==> src/rtl/uart_tx_sequencer_if.sv <==
// Request/transmit signal bundle for uart_tx_sequencer.
// The echo signals exist only when TX_ECHO_EN is defined.
interface uart_tx_sequencer_if;
    logic        result_req;
    logic [15:0] result_data;
`ifdef TX_ECHO_EN
    logic        echo_req;
    logic [7:0]  echo_data;
`endif
    logic        tx_busy;
    logic        tx_start;
    logic [7:0]  tx_data;
    logic        busy;
    logic        done;
    logic        overrun;

    // Master is the host side that raises requests and models the UART TX core.
    modport master (
`ifdef TX_ECHO_EN
        output echo_req, echo_data,
`endif
        output result_req, result_data, tx_busy,
        input  tx_start, tx_data, busy, done, overrun
    );

    modport slave (
`ifdef TX_ECHO_EN
        input  echo_req, echo_data,
`endif
        input  result_req, result_data, tx_busy,
        output tx_start, tx_data, busy, done, overrun
    );
endinterface

==> src/rtl/uart_tx_sequencer.sv <==
// Latches ALU results (and echo bytes when TX_ECHO_EN is defined), splits them into bytes
// and sequences each byte through the UART TX core with a settle delay and start/busy handshake.
module uart_tx_sequencer #(
    parameter int WAIT_FOR_REGISTER_DELAY = 100
) (
    input  logic          clk,
    input  logic          reset,
    uart_tx_sequencer_if.slave bus
);
    localparam int CNT_W = (WAIT_FOR_REGISTER_DELAY > 1) ? $clog2(WAIT_FOR_REGISTER_DELAY + 1) : 1;

    typedef enum logic [2:0] {
        IDLE, LOAD, WAIT_REG, START, WAIT_HI, WAIT_LO, NEXT
    } state_t;

    state_t           state;
    logic [CNT_W-1:0] cnt;
    logic [7:0]       msg_hi;
    logic             last_byte;

    logic             res_flag;
    logic [15:0]      res_data;
    logic             grant_res;
    logic             req_overrun;

`ifdef TX_ECHO_EN
    logic             ech_flag;
    logic [7:0]       ech_data;
    logic             grant_ech;

    // Echo wins when both slots are pending; grants only happen between messages.
    assign grant_ech   = (state == IDLE) && ech_flag;
    assign grant_res   = (state == IDLE) && res_flag && !ech_flag;
    assign req_overrun = (bus.result_req && res_flag && !grant_res) ||
                         (bus.echo_req   && ech_flag && !grant_ech);

    always_ff @(posedge clk or negedge reset) begin
        if (!reset) begin
            ech_flag <= 1'b0;
            ech_data <= '0;
        end else if (bus.echo_req) begin
            ech_flag <= 1'b1;
            ech_data <= bus.echo_data;
        end else if (grant_ech) begin
            ech_flag <= 1'b0;
        end
    end
`else
    assign grant_res   = (state == IDLE) && res_flag;
    assign req_overrun = bus.result_req && res_flag && !grant_res;
`endif

    // A request in the grant cycle refills the slot, so it is not counted as an overrun.
    always_ff @(posedge clk or negedge reset) begin
        if (!reset) begin
            res_flag <= 1'b0;
            res_data <= '0;
        end else if (bus.result_req) begin
            res_flag <= 1'b1;
            res_data <= bus.result_data;
        end else if (grant_res) begin
            res_flag <= 1'b0;
        end
    end

    always_ff @(posedge clk or negedge reset) begin
        if (!reset) begin
            state        <= IDLE;
            cnt          <= '0;
            msg_hi       <= '0;
            last_byte    <= 1'b0;
            bus.tx_start <= 1'b0;
            bus.tx_data  <= '0;
            bus.busy     <= 1'b0;
            bus.done     <= 1'b0;
            bus.overrun  <= 1'b0;
        end else begin
            // NOTE: pulse outputs default low here; a later non-blocking write in the case wins.
            bus.tx_start <= 1'b0;
            bus.done     <= 1'b0;
            bus.overrun  <= req_overrun;
            case (state)
                IDLE: begin
`ifdef TX_ECHO_EN
                    if (grant_ech) begin
                        state       <= LOAD;
                        bus.busy    <= 1'b1;
                        bus.tx_data <= ech_data;
                        last_byte   <= 1'b1;
                    end else
`endif
                    if (grant_res) begin
                        state       <= LOAD;
                        bus.busy    <= 1'b1;
                        bus.tx_data <= res_data[7:0];
                        msg_hi      <= res_data[15:8];
                        last_byte   <= 1'b0;
                    end
                end
                LOAD: begin
                    cnt <= CNT_W'(WAIT_FOR_REGISTER_DELAY);
                    if (WAIT_FOR_REGISTER_DELAY == 0) begin
                        state        <= START;
                        bus.tx_start <= 1'b1;
                    end else begin
                        state <= WAIT_REG;
                    end
                end
                WAIT_REG: begin
                    cnt <= cnt - CNT_W'(1);
                    if (cnt == CNT_W'(1)) begin
                        state        <= START;
                        bus.tx_start <= 1'b1;
                    end
                end
                START: state <= WAIT_HI;
                WAIT_HI: begin
                    if (bus.tx_busy) state <= WAIT_LO;
                end
                WAIT_LO: begin
                    if (!bus.tx_busy) begin
                        state    <= NEXT;
                        bus.done <= last_byte;
                    end
                end
                NEXT: begin
                    if (!last_byte) begin
                        state       <= LOAD;
                        bus.tx_data <= msg_hi;
                        last_byte   <= 1'b1;
                    end else begin
                        state    <= IDLE;
                        bus.busy <= 1'b0;
                    end
                end
                default: state <= IDLE;
            endcase
        end
    end
endmodule

==> src/flat_wrapper.sv <==
// flat-port wrapper written by rule: the top's interface ports become plain ports
module uart_tx_sequencer_flat 
#(
    parameter int WAIT_FOR_REGISTER_DELAY = 100
)
  (clk, reset, bus_result_req, bus_result_data, bus_tx_busy, bus_tx_start, bus_tx_data, bus_busy, bus_done, bus_overrun);
  uart_tx_sequencer_if bus_i ();
  input  logic clk;
  input  logic reset;
  input wire logic [$bits(bus_i.result_req)-1:0] bus_result_req;
  input wire logic [$bits(bus_i.result_data)-1:0] bus_result_data;
  input wire logic [$bits(bus_i.tx_busy)-1:0] bus_tx_busy;
  output wire logic [$bits(bus_i.tx_start)-1:0] bus_tx_start;
  output wire logic [$bits(bus_i.tx_data)-1:0] bus_tx_data;
  output wire logic [$bits(bus_i.busy)-1:0] bus_busy;
  output wire logic [$bits(bus_i.done)-1:0] bus_done;
  output wire logic [$bits(bus_i.overrun)-1:0] bus_overrun;
  assign bus_i.result_req = bus_result_req;
  assign bus_i.result_data = bus_result_data;
  assign bus_i.tx_busy = bus_tx_busy;
  assign bus_tx_start = bus_i.tx_start;
  assign bus_tx_data = bus_i.tx_data;
  assign bus_busy = bus_i.busy;
  assign bus_done = bus_i.done;
  assign bus_overrun = bus_i.overrun;
  uart_tx_sequencer #(.WAIT_FOR_REGISTER_DELAY(WAIT_FOR_REGISTER_DELAY)) u_core (.clk(clk), .reset(reset), .bus(bus_i));
endmodule
==> config.mk <==
export PLATFORM = sky130hd
export DESIGN_NAME = uart_tx_sequencer_flat
export DESIGN_NICKNAME = d
export VERILOG_FILES = /design/src/rtl/uart_tx_sequencer_if.sv /design/src/rtl/uart_tx_sequencer.sv /design/src/flat_wrapper.sv
export SDC_FILE = /design/constraint.sdc
export NUM_CORES = 1
export LEC_CHECK = 0
export BUFFER_PORTS_ARGS = -buffer_cell sky130_fd_sc_hd__buf_2
export CAP_MARGIN = 20
export CORE_MARGIN = 3
export CORE_UTILIZATION = 50
export DETAILED_ROUTE_END_ITERATION = 7
export GPL_TIMING_DRIVEN = 1
export PLACE_DENSITY = 0.75
export SKIP_LAST_GASP = 1
export SYNTH_ARGS = -nofsm -noshare
export SYNTH_HDL_FRONTEND = slang
export SYNTH_SLANG_ARGS = --single-unit
==> constraint.sdc <==
create_clock -name clk -period 2.14 [get_ports clk]
set_clock_uncertainty 0.05 [all_clocks]
set_input_delay 0.428 -clock clk [delete_from_list [all_inputs] [get_ports clk]]
set_output_delay 0.428 -clock clk [all_outputs]
set_load 0.02 [all_outputs]
==> impl_results.md <==
* Initial antenna violation count at 0
* I/O pin cnt at 32
* DRT Pass-1 Iters at 4
* Chip width at 72.3 um
* Setup crit end kind: flop
* Fmax at 531 MHz
* 1st-iter DRT viols at 65
* Largest family of logic cells by synthesized area: multiplexers
* Seq/Total Area, Yosys at 54.6%
* Unrepaired setup endpoints after global routing: no
* # resized after CTS at 0
* Post-Synth Adder-Cell Area at 1.14%
* XOR/XNOR Fraction of Synth Area at 0%
* CP required at 2.30 ns
* Via density at 5.75
* Vias in the first global route at 1565
* Final hold vios at 0
* Final WS setup at 0.257 ns
* Total wire length at 4.26 mm
* Crit path max fanout at 8
* Power Dens Cells at 679 mW/mm^2
* Cts hold-fix bufs at 0
* Final slew viol count at 0
* Worst-margin pin slew at 0.576 ns
* Yosys warnings at 0
* Max-Cap Viols at 0
* Root buffer cell: clkbuf_8
* H-tree levels at 2
* HP Class: input port to asynchronous set/reset pin
* Layout Nets at 230
* Synth Register Bits at 48
* Bufs on Longest Clock Path at 2
* Slew HR at 61.6%
* Syn-to-layout area delta at 15.0%
* CTS tree: built
* Ys async rst share at 100%
* Post-synthesis mux area share at 20.5%
* Status: finished clean
* Mean Syn Cell Area at 12.6 sq um
* Clk_lat worst skew at 0.31 ns
* Mapped Area at 0.00220 sq mm
* Post-route ant nets at 0
* Largest net degree at the start of global routing at 26
* Post-synth EDFFs at 0
* Post-synthesis compound-gate area fraction at 9.78%
* Final worst path period share at 88.0%
* Overall routing resource usage at 18.1%
* Startpoint Class: flop
* Routed wire per std cell at 16.4 um
* First-pass GRT wire length at 7.23 mm
* Setup Total Neg Slack at 0 ns
* DP HPWL at 3.10 mm
* Final global-route overflow total at 0
* Clock sinks at 48
* Syn nets at 197
* Arrival time of the worst setup path at 2.04 ns
* Synth Area in Simple Gates at 10.4%
* Worst-path clk slew at 0.10 ns
* Critical path class: flop to flop
* Initial Utilization at 53.5%
* Vias after detailed routing at 1489
* Core box area at 0.00412 sq mm
* Die ar. at 0.00523 sq mm
* Synth Instances at 175
* Leakage dissipation at 1.19 nW
* Unique masters post-synth at 37
* Share of cells above drive strength 1 at 41.1%
* N_diodes at 0
* DRC violations left at 0
* Synth Flop Type: dfrtp_1
* CTS Buf Count at 5
* Buffers on Ports at 31
* FP Rows at 23
* Dpl ws at 0.282 ns
* Final GP Congestion at 0.811
* Chip height at 72.3 um
* Post-CTS Setup Inserts at 0
* Setup-failing EPs final at 0
* Min Tclk post-route at 1.88 ns
* Maximum vdd drop at 0.501 mV
==> worst max-delay path, stage by stage, from the launching register on <==
cell and delay, ns:
dfrtp_1 0.47, inv_1 0.09, ha_1 0.24, or4b_1 0.45
a211o_1 0.31, a22o_1 0.18
==> cells in the mapped netlist, types with 3 or more instances <==
cell      number  share of area (%)
a21o_1         3                1.0
nor2_1         5               0.85
buf_2          6                1.4
o21ai_0        7                1.6
a21oi_1        4               0.91
nand3b_1       3                1.0
nand2_1        3               0.51
nor4_1         3               0.85
a22o_1         4                1.6
dfrtp_1       48                 55
inv_1          7                1.2
nor3_1         4               0.91
nand2b_1       7                2.0
mux2_2        40                 20
==> cell type report <==
type	instances	area [sq um]
Clock buffer	5	68.8
Clock inverter	3	46.3
Fill cell	318	1590
Inverter	7	26.3
Multi-Input combinational cell	110	920
Sequential cell	48	1200
Tap cell	50	62.6
Timing Repair Buffer	36	205
==> path summary, 6_finish.rpt <==
kind,depth (start not counted),start,endpoint,slack [ns]
max,5,u_core.cnt[0]$_DFFE_PN0P_,u_core.cnt[4]$_DFFE_PN0P_,0.26
min,1,reset,u_core.cnt[2]$_DFFE_PN0P_,0.05
max reg2reg,5,u_core.cnt[0]$_DFFE_PN0P_,u_core.cnt[4]$_DFFE_PN0P_,0.26
min reg2reg,1,u_core.res_data[14]$_DFFE_PN0P_,u_core.msg_hi[6]$_DFFE_PN0P_,0.46
max in group asynchronous,2,reset,u_core.state[1]$_DFFE_PN0P_,1.45
min in group clk,2,bus_tx_busy,u_core.bus.done$_DFF_PN0_,0.27
==> layout by cell type, fill, tap and decap left out, types with 4 or more instances in the layout <==
| master | n |
|---|---|
| a22o_1 | 4 |
| dfrtp_1 | 48 |
| o21ai_0 | 7 |
| nor3_1 | 4 |
| nand2b_1 | 7 |
| buf_4 | 4 |
| a21oi_1 | 4 |
| buf_2 | 31 |
| inv_1 | 7 |
| clkbuf_8 | 5 |
| nor2_1 | 5 |
| mux2_2 | 40 |
==> stage by stage <==
stage	instance area, sq um	instances	power [mW]	util, %	hold slack, ns
global route	2530	259	1.79	61.5	0.0981
finish	2530	259	1.72	61.5	0.0514
floorplan	2200	175	1.02	-	0.0824
CTS	2530	259	1.73	61.5	0.0850
global placement	2410	251	1.06	58.7	0.406
detailed placement	2410	251	1.07	58.7	0.415
==> sequential cells by signal (all words and copies together) (netlist names) <==
| name | flops |
|---|---|
| u_core.bus.tx_start | 1 |
| u_core.bus.busy | 1 |
| u_core.cnt | 7 |
| u_core.bus.overrun | 1 |
| u_core.msg_hi | 8 |
| u_core.last_byte | 1 |
| u_core.bus.tx_data | 8 |
| u_core.bus.done | 1 |
| u_core.res_data | 16 |
| u_core.res_flag | 1 |
| u_core.state | 3 |
==> cell families after synthesis <==
| family | count (synthesis) |
|---|---|
| DFF | 48 |
| muxes | 40 |
| and+or+nand+nor | 38 |
| AOI/OAI and AO/OA | 30 |
| buffers and inverters | 17 |
| adders and majority gates | 2 |
==> layer usage <==
metal	vias to the layer above	part of all wire (%)	GRT usage, %	wire length [um]
met1	748	41	21.0	1740
met4	0	1.2	5.85	50
met5	-	0	0	0
met2	36	54	32.2	2280
li1	698	-	-	-
met3	7	4.3	5.12	184
==> power by group <==
group          switching, mW  internal, mW
clock network          0.319         0.352
registers             0.0155         0.937
logic                 0.0410        0.0540
Note: power is estimated with default switching activity, not from simulation.
